$ cat src/rtl/alu_op_sequencer_if.sv
// Handshake and ALU-side bus of alu_op_sequencer; slave = sequencer,
// master = the surrounding issue logic, ALU and result consumer.
interface alu_op_sequencer_if;
  logic        instr_valid;
  logic        instr_ready;
  logic [31:0] instr;
  logic [31:0] rs1_data;
  logic [31:0] rs2_data;
  logic [31:0] alu_A;
  logic [31:0] alu_B;
  logic [6:0]  ALU_control;
  logic [31:0] ALU_result;
  logic        zero;
  logic        negative;
  logic        overflow;
  logic        res_valid;
  logic        res_ready;
  logic [31:0] res_data;
  logic        res_overflow;
  logic        res_illegal;
  logic        br_taken;

  modport master (
    output instr_valid, instr, rs1_data, rs2_data, res_ready,
           ALU_result, zero, negative, overflow,
    input  instr_ready, alu_A, alu_B, ALU_control,
           res_valid, res_data, res_overflow, res_illegal, br_taken
  );

  modport slave (
    input  instr_valid, instr, rs1_data, rs2_data, res_ready,
           ALU_result, zero, negative, overflow,
    output instr_ready, alu_A, alu_B, ALU_control,
           res_valid, res_data, res_overflow, res_illegal, br_taken
  );
endinterface

$ cat src/rtl/alu_op_sequencer.sv
// RV32I R/I-type ALU op sequencer: IDLE->DECODE->EXEC->RESP around an external ALU.
// Define ALU_OP_SEQUENCER_BRANCH_EVAL_EN to also evaluate conditional branches.
module alu_op_sequencer (
  input logic               clk,
  input logic               rst_n,
  alu_op_sequencer_if.slave bus
);
  typedef enum logic [1:0] {IDLE, DECODE, EXEC, RESP} state_t;

  localparam logic [6:0] OP_R    = 7'b0110011;
  localparam logic [6:0] OP_I    = 7'b0010011;
  localparam logic [6:0] F7_BASE = 7'b0000000;
  localparam logic [6:0] F7_ALT  = 7'b0100000;

  localparam logic [6:0] C_IDLE = 7'b0000000;
  localparam logic [6:0] C_ADD  = 7'b0011100;
  localparam logic [6:0] C_SUB  = 7'b0011101;
  localparam logic [6:0] C_SLL  = 7'b0011110;
  localparam logic [6:0] C_SLT  = 7'b0011111;
  localparam logic [6:0] C_SLTU = 7'b0100000;
  localparam logic [6:0] C_XOR  = 7'b0100001;
  localparam logic [6:0] C_SRL  = 7'b0100010;
  localparam logic [6:0] C_SRA  = 7'b0100011;
  localparam logic [6:0] C_OR   = 7'b0100100;
  localparam logic [6:0] C_AND  = 7'b0100101;

  state_t      state, state_nx;
  logic [6:0]  op_q;
  logic [2:0]  f3_q;
  logic [11:0] hi_q;
  logic [31:0] rs1_q, rs2_q;
  logic [6:0]  f7;

  logic        dec_legal;
  logic [6:0]  dec_ctrl;
  logic [31:0] dec_b;

  logic [31:0] a_q, b_q;
  logic [6:0]  ctrl_q;
  logic [31:0] res_q;
  logic        ovf_q, ill_q, br_q;

  assign f7 = hi_q[11:5];

  // alt selects SUB/SRA; legality of alt is checked by the caller
  function automatic logic [6:0] base_code(input logic [2:0] f3, input logic alt);
    case (f3)
      3'b000:  base_code = alt ? C_SUB : C_ADD;
      3'b001:  base_code = C_SLL;
      3'b010:  base_code = C_SLT;
      3'b011:  base_code = C_SLTU;
      3'b100:  base_code = C_XOR;
      3'b101:  base_code = alt ? C_SRA : C_SRL;
      3'b110:  base_code = C_OR;
      default: base_code = C_AND;
    endcase
  endfunction

  always_comb begin
    dec_legal = 1'b0;
    dec_ctrl  = C_IDLE;
    dec_b     = rs2_q;
    case (op_q)
      OP_R: begin
        dec_legal = (f7 == F7_BASE) ||
                    (f7 == F7_ALT && (f3_q == 3'b000 || f3_q == 3'b101));
        dec_ctrl  = base_code(f3_q, f7[5]);
      end
      OP_I: begin
        if (f3_q == 3'b001 || f3_q == 3'b101) begin
          dec_b     = {27'd0, hi_q[4:0]};
          dec_legal = (f7 == F7_BASE) || (f7 == F7_ALT && f3_q == 3'b101);
          dec_ctrl  = base_code(f3_q, f7[5]);
        end else begin
          dec_b     = {{20{hi_q[11]}}, hi_q};
          dec_legal = 1'b1;
          dec_ctrl  = base_code(f3_q, 1'b0);
        end
      end
`ifdef ALU_OP_SEQUENCER_BRANCH_EVAL_EN
      7'b1100011: begin
        dec_legal = (f3_q != 3'b010) && (f3_q != 3'b011);
        dec_ctrl  = C_SUB;
      end
`endif
      default: ;
    endcase
  end

`ifdef ALU_OP_SEQUENCER_BRANCH_EVAL_EN
  logic br_eval, slt;
  // signed A<B from the unsigned borrow and the operand sign bits
  assign slt = bus.negative ^ (rs1_q[31] ^ rs2_q[31]);
  always_comb begin
    br_eval = 1'b0;
    if (op_q == 7'b1100011) begin
      case (f3_q)
        3'b000:  br_eval = bus.zero;
        3'b001:  br_eval = !bus.zero;
        3'b100:  br_eval = slt;
        3'b101:  br_eval = !slt;
        3'b110:  br_eval = bus.negative;
        3'b111:  br_eval = !bus.negative;
        default: br_eval = 1'b0;
      endcase
    end
  end
`endif

  always_ff @(posedge clk) begin
    if (!rst_n) state <= IDLE;
    else        state <= state_nx;
  end

  always_comb begin
    state_nx        = state;
    bus.instr_ready = 1'b0;
    bus.res_valid   = 1'b0;
    case (state)
      IDLE: begin
        bus.instr_ready = 1'b1;
        if (bus.instr_valid) state_nx = DECODE;
      end
      DECODE: state_nx = dec_legal ? EXEC : RESP;
      EXEC:   state_nx = RESP;
      RESP: begin
        bus.res_valid = 1'b1;
        if (bus.res_ready) state_nx = IDLE;
      end
      default: state_nx = IDLE;
    endcase
  end

  always_ff @(posedge clk) begin
    if (!rst_n) begin
      op_q   <= '0;
      f3_q   <= '0;
      hi_q   <= '0;
      rs1_q  <= '0;
      rs2_q  <= '0;
      a_q    <= '0;
      b_q    <= '0;
      ctrl_q <= C_IDLE;
      res_q  <= '0;
      ovf_q  <= 1'b0;
      ill_q  <= 1'b0;
      br_q   <= 1'b0;
    end else begin
      if (state == IDLE && bus.instr_valid) begin
        op_q  <= bus.instr[6:0];
        f3_q  <= bus.instr[14:12];
        hi_q  <= bus.instr[31:20];
        rs1_q <= bus.rs1_data;
        rs2_q <= bus.rs2_data;
      end
      // ALU operands live only for the single EXEC cycle
      if (state == DECODE && dec_legal) begin
        a_q    <= rs1_q;
        b_q    <= dec_b;
        ctrl_q <= dec_ctrl;
      end else begin
        a_q    <= '0;
        b_q    <= '0;
        ctrl_q <= C_IDLE;
      end
      case (state)
        IDLE: begin
          res_q <= '0;
          ovf_q <= 1'b0;
          ill_q <= 1'b0;
          br_q  <= 1'b0;
        end
        DECODE: if (!dec_legal) begin
          res_q <= '0;
          ovf_q <= 1'b0;
          ill_q <= 1'b1;
          br_q  <= 1'b0;
        end
        EXEC: begin
          res_q <= bus.ALU_result;
          ovf_q <= (ctrl_q == C_ADD) && bus.overflow;
          ill_q <= 1'b0;
`ifdef ALU_OP_SEQUENCER_BRANCH_EVAL_EN
          br_q  <= br_eval;
`else
          br_q  <= 1'b0;
`endif
        end
        default: ;
      endcase
    end
  end

  assign bus.alu_A        = a_q;
  assign bus.alu_B        = b_q;
  assign bus.ALU_control  = ctrl_q;
  assign bus.res_data     = res_q;
  assign bus.res_overflow = ovf_q;
  assign bus.res_illegal  = ill_q;
  assign bus.br_taken     = br_q;
endmodule

$ cat src/flat_wrapper.sv
// flat-port wrapper written by rule: the top's interface ports become plain ports
module alu_op_sequencer_flat 
  (clk, rst_n, bus_instr_valid, bus_instr, bus_rs1_data, bus_rs2_data, bus_res_ready, bus_ALU_result, bus_zero, bus_negative, bus_overflow, bus_instr_ready, bus_alu_A, bus_alu_B, bus_ALU_control, bus_res_valid, bus_res_data, bus_res_overflow, bus_res_illegal, bus_br_taken);
  alu_op_sequencer_if bus_i ();
  input logic clk;
  input logic rst_n;
  input wire logic [$bits(bus_i.instr_valid)-1:0] bus_instr_valid;
  input wire logic [$bits(bus_i.instr)-1:0] bus_instr;
  input wire logic [$bits(bus_i.rs1_data)-1:0] bus_rs1_data;
  input wire logic [$bits(bus_i.rs2_data)-1:0] bus_rs2_data;
  input wire logic [$bits(bus_i.res_ready)-1:0] bus_res_ready;
  input wire logic [$bits(bus_i.ALU_result)-1:0] bus_ALU_result;
  input wire logic [$bits(bus_i.zero)-1:0] bus_zero;
  input wire logic [$bits(bus_i.negative)-1:0] bus_negative;
  input wire logic [$bits(bus_i.overflow)-1:0] bus_overflow;
  output wire logic [$bits(bus_i.instr_ready)-1:0] bus_instr_ready;
  output wire logic [$bits(bus_i.alu_A)-1:0] bus_alu_A;
  output wire logic [$bits(bus_i.alu_B)-1:0] bus_alu_B;
  output wire logic [$bits(bus_i.ALU_control)-1:0] bus_ALU_control;
  output wire logic [$bits(bus_i.res_valid)-1:0] bus_res_valid;
  output wire logic [$bits(bus_i.res_data)-1:0] bus_res_data;
  output wire logic [$bits(bus_i.res_overflow)-1:0] bus_res_overflow;
  output wire logic [$bits(bus_i.res_illegal)-1:0] bus_res_illegal;
  output wire logic [$bits(bus_i.br_taken)-1:0] bus_br_taken;
  assign bus_i.instr_valid = bus_instr_valid;
  assign bus_i.instr = bus_instr;
  assign bus_i.rs1_data = bus_rs1_data;
  assign bus_i.rs2_data = bus_rs2_data;
  assign bus_i.res_ready = bus_res_ready;
  assign bus_i.ALU_result = bus_ALU_result;
  assign bus_i.zero = bus_zero;
  assign bus_i.negative = bus_negative;
  assign bus_i.overflow = bus_overflow;
  assign bus_instr_ready = bus_i.instr_ready;
  assign bus_alu_A = bus_i.alu_A;
  assign bus_alu_B = bus_i.alu_B;
  assign bus_ALU_control = bus_i.ALU_control;
  assign bus_res_valid = bus_i.res_valid;
  assign bus_res_data = bus_i.res_data;
  assign bus_res_overflow = bus_i.res_overflow;
  assign bus_res_illegal = bus_i.res_illegal;
  assign bus_br_taken = bus_i.br_taken;
  alu_op_sequencer u_core (.clk(clk), .rst_n(rst_n), .bus(bus_i));
endmodule
$ cat config.mk
export PLATFORM = sky130hd
export DESIGN_NAME = alu_op_sequencer_flat
export DESIGN_NICKNAME = d
export VERILOG_FILES = /design/src/rtl/alu_op_sequencer_if.sv /design/src/rtl/alu_op_sequencer.sv /design/src/flat_wrapper.sv
export SDC_FILE = /design/constraint.sdc
export NUM_CORES = 1
export LEC_CHECK = 0
export CORE_MARGIN = 1.5
export CORE_UTILIZATION = 41
export DETAILED_ROUTE_END_ITERATION = 10
export PLACE_DENSITY_LB_ADDON = 0.05
export SLEW_MARGIN = 20
export SYNTH_ARGS = -nofsm -noshare
export SYNTH_HDL_FRONTEND = slang
export SYNTH_SLANG_ARGS = --single-unit
$ cat constraint.sdc
create_clock -name clk -period 3.4 [get_ports clk]
set_clock_uncertainty 0.15 [all_clocks]
set_input_delay 0.85 -clock clk [delete_from_list [all_inputs] [get_ports clk]]
set_output_delay 0.85 -clock clk [all_outputs]
set_load 0.01 [all_outputs]
# Yosys cells after proc, flatten, opt, wreduce, memory -nomap -nowiden

Cells that the tools add are included.

Flip-flop bits (word level): 194
Input port bits: 135

Reductions and logical operators: 19
Mux-type cells: 23
Eq/ne operators: 16

Operators by type and width:

| operator                                       | count |
|---|---|
| 2-to-1 mux 32 bit                              | 3 |
| one-hot mux 32 bit (3 select lines)            | 1 |
| one-hot mux 7 bit (7 select lines)             | 1 |
| one-hot mux 6 bit (7 select lines)             | 1 |
| == test 7 x 5 -> 1 bit (second input constant) | 2 |
| == test 7 x 6 -> 1 bit (second input constant) | 2 |
| one-hot mux 7 bit (2 select lines)             | 1 |
| == test 3 bit (second input constant)          | 3 |
| 2-to-1 mux 1 bit                               | 8 |
| one-hot mux 2 bit (4 select lines)             | 1 |
| AND reduction 2 bit                            | 4 |
| zero test 7 bit                                | 1 |
| 2-to-1 mux 7 bit                               | 1 |
| == test 3 x 2 -> 1 bit (second input constant) | 2 |
| != test 2 bit (second input constant)          | 3 |
| one-hot mux 1 bit (2 select lines)             | 3 |
| logical AND 1 bit                              | 5 |
| == test 2 bit (second input constant)          | 2 |
| logical OR 1 bit                               | 4 |
| 2-to-1 mux 2 bit                               | 2 |
| == test 3 x 1 -> 1 bit (second input constant) | 1 |
| zero test 3 bit                                | 1 |
| one-hot mux 1 bit (3 select lines)             | 1 |
| nonzero test 3 bit                             | 1 |
| other kinds (4)                                | 4 |

# Logic depth before layout (Yosys ltp)

Depth after elaboration: 7
Depth in mapped cells: 9

# Worst setup path after synthesis

No wires, ideal clock.

Kind: in2reg
From: input bus_instr_valid
To: register u_core.rs1_q[22]
Path slack: 1.315 ns
Cell stages on the path: 6
Buffers on the path: 3
Setup time: 0.076 ns
Data arrival time: 1.860 ns
Data required time: 3.174 ns
Path through: and2_1 > clkbuf_1 > clkbuf_1 > buf_1 > nand2_1 > a21boi_0

Word-level cells in the longest chain between the ends: 1

RTL lines:

| element                | line                    | text |
|---|---|---|
| start: declaration     | flat_wrapper.sv:7       | `input wire logic [$bits(bus_i.instr_valid)-1:0] bus_instr_valid;` |
| logical AND 1 bit      | alu_op_sequencer.sv:149 | `if (state == IDLE && bus.instr_valid) begin` |
| end signal: assignment | alu_op_sequencer.sv:153 | `rs1_q <= bus.rs1_data;` |
| end: declaration       | alu_op_sequencer.sv:31  | `logic [31:0] rs1_q, rs2_q;` |

Every way passes these cells.
A chain may end at the register's enable or synchronous reset.

# Final worst setup path

From: register u_core.state[1]
To: output bus_instr_ready

Word-level cells in the longest chain between the ends: 2

RTL lines:

| element                  | line                    | text |
|---|---|---|
| start: declaration       | alu_op_sequencer.sv:27  | `state_t state, state_nx;` |
| start signal: assignment | alu_op_sequencer.sv:112 | `else state <= state_nx;` |
| zero test 2 bit          | alu_op_sequencer.sv:119 | `case (state)` |
| 2-to-1 mux 1 bit         | alu_op_sequencer.sv:119 |  |
| end: declaration         | flat_wrapper.sv:16      | `output wire logic [$bits(bus_i.instr_ready)-1:0] bus_instr_ready;` |

Every way passes these cells.

==> summary.txt <==
STA
  • Slew headroom: 0.331
  • Final Cycle Share: 0.818
  • RSZ-0062 raised after global routing: no
  • Final min period: 2.78 ns
  • Worst Slack Setup Final: 0.618 ns
  • Fin. Hold Viols: 0
  • Slew @ Worst Pin: 1.00 ns
  • Final hold slack: 0.303 ns
  • Fmax: 0.360 GHz
  • Setup TNS: 0 ns
  • Fin. max-slew vios: 0
  • Endpoints failing setup: 0

Yosys
  • Cells after synthesis: 777
  • Yosys warns: 0
  • Asr flop ratio synth: 0
  • Post-synth EDFFs: 0
  • Synthesized area: 0.00698 mm2
  • Cell variety after synth: 38
  • #FFs+latches synth: 191
  • Register area share after synthesis: 0.548
  • Ys flop type: dfxtp_1
  • Syn Area/Cell: 8.98 um2

Placed design
  • Port Buffers: 228
  • Pre-CTS setup slack: 0.815 ns
  • Dpl cell area: 0.00933 mm2
  • Gpl congestion: 0.763
  • Dpl cells: 1174
  • DP HPWL: 11600 um

Power and ir drop
  • PwrDens: 616 mW/mm2
  • VDD IR max: 422 uV
  • Final Power: 6.16 mW
  • Pleak: 3.79 nW

Die
  • Io pins: 243
  • Core ar.: 0.0166 mm2
  • DIE AREA: 0.0178 mm2
  • Initial Utilization: 0.421
  • Die H: 133 um
  • Rows: 47
  • Die Span X: 133 um

Worst setup path
  • Slowest stage delay, CP: 0.61 ns
  • Worst Setup SP: u_core.state[1]
  • Max stage delay cell, worst path: clkdlybuf4s50_1
  • Worst flop-to-flop path startpoint: u_core.hi_q[5]
  • CP max FO: 6
  • CP Data Arrival Time: 1.78 ns
  • Kind of critical path: register to output port
  • Worst path cell trace: inv_1 -> ha_1 -> clkdlybuf4s50_1
  • Worst Setup Start Kind: register
  • CP Capture Type: output port
  • CP required: 2.40 ns

Global route
  • Largest net degree at the start of global routing: 126
  • GRT overflow: 0
  • GRT Util Overall: 0.198
  • Initial antenna violation count: 0
  • First-pass GRT wire length: 27800 um
  • Vias in the first global route: 5672

Cells and area
  • NumNets Final: 1112
  • Design area: 0.00999 mm2
  • Area Growth Syn to Fin: 43.3%
  • Core Util, Final: 0.603
  • Share of layout cells above drive strength 1: 0.0507
  • Most common cell after layout, fill and taps aside: clkdlybuf4s50_1
  • Commonest cells after routing, fill and taps aside: clkdlybuf4s50_1, nand2_1, dfxtp_1, a21boi_0
  • # diodes: 0
  • Fillers: 1412
  • Reg area: 0.00382 mm2
  • Fin cells: 1206
  • Footprint of the multi-input gates: 0.00282 mm2

Clocking
  • CTS resizes: 0
  • Root buffer cell: clkbuf_16
  • Htree depth: 4
  • Clock Tree Buf Depth: 2
  • Worst-Skew Late Latency: 0.42 ns
  • Total CTS buffers: 17
  • Sink Count: 191
  • Clk slew on worst S/H paths: 0.07 ns
  • CTS tree: yes
  • Postcts setup bufs: 0
  • Hold buffer count at cts: 0

Drt
  • WL met2: 8230 um
  • Routed WL: 17400 um
  • DR iter-0 viols: 261
  • DR top layer: met4
  • Avg Vias per Cell: 4.80
  • Metal3 WL: 1000 um
  • Pre-antenna DRT Iters: 4
  • DR vias: 5786
  • Post-DR wirelength/cell: 14.4 um
  • DRC Markers: 0
  • Final ANT Viol Nets: 0
  • Met1 WL: 7700 um

Job
  • Max-cap violations: 0

Min path
  • Hold Path Class: register to register
  • Min-delay src: u_core.rs1_q[19]

Outcome
  • Run status: finished clean
## flip-flops by register name (all words and copies together) (netlist names), 3 cells and up
name,flops
u_core.bus.res_data,32
u_core.hi_q,12
u_core.bus.ALU_control,5
u_core.rs2_q,32
u_core.op_q,7
u_core.rs1_q,32
u_core.f3_q,3
u_core.bus.alu_A,32
u_core.bus.alu_B,32
## logic make-up after synthesis
| family | Yosys count | share of synthesized area |
|---|---|---|
| and+or+nand+nor | 344 | 0.213 |
| adders and majority gates | 4 | 0.00718 |
| buffers and inverters | 68 | 0.0499 |
| DFF | 191 | 0.548 |
| other | 1 | 0.000538 |
| AOI/OAI and AO/OA | 136 | 0.133 |
| muxes | 33 | 0.0474 |
## synthesized netlist by cell type, drive strengths merged, types with 2 or more instances
master  instances  area [um2]
a21boi         86         646
a21oi          40         211
and2           34         213
and3            3        23.8
buf            20         168
clkbuf         42         158
dfxtp         191        3820
ha              4        50.1
inv             6        22.5
mux2i          33         330
nand2         227         852
nand2b          2        20.0
nand3          39         195
nor2           27         101
nor2b           2        12.5
nor3            3        15.0
nor4            2        12.5
o21ai           3        18.8
o22ai           2        12.5
## worst max-delay path, delay by kind of cell, from the launching register on
kind       cells  cell delay, ns
fa+ha+maj      1            0.31
flops          1            0.34
buf+inv        2            0.72
## metal layers
metal | up-vias | track usage
met3 | 24 | 0.0487
met4 | 0 | 0.0815
met1 | 2682 | 0.241
met2 | 173 | 0.335
met5 | - | 0
li1 | 2907 | -
## layout make-up
class | count | area share
clock inverter | 12 | 0.0205
clock buffer | 20 | 0.0457
multi-input combinational | 519 | 0.282
timing repair buffer | 238 | 0.239
inverter | 6 | 0.00225
tap | 220 | 0.0275
sequential | 191 | 0.383
## path summary, 6_finish.rpt
kind / cells past startpoint / to / slack, ns
min reg2reg: 1 / u_core.bus.alu_A[19] / 0.30
max reg2reg: 5 / u_core.bus.alu_A[30] / 0.95
min: 1 / u_core.bus.alu_A[19] / 0.30
max: 3 / bus_instr_ready / 0.62
## report_power, final
part           switching [mW]  leakage, nW  internal, mW
logic                   0.740         1.92         0.582
registers               0.143         1.55          2.49
clock network           0.853        0.317          1.35
Power figures use the tool's default switching activity.
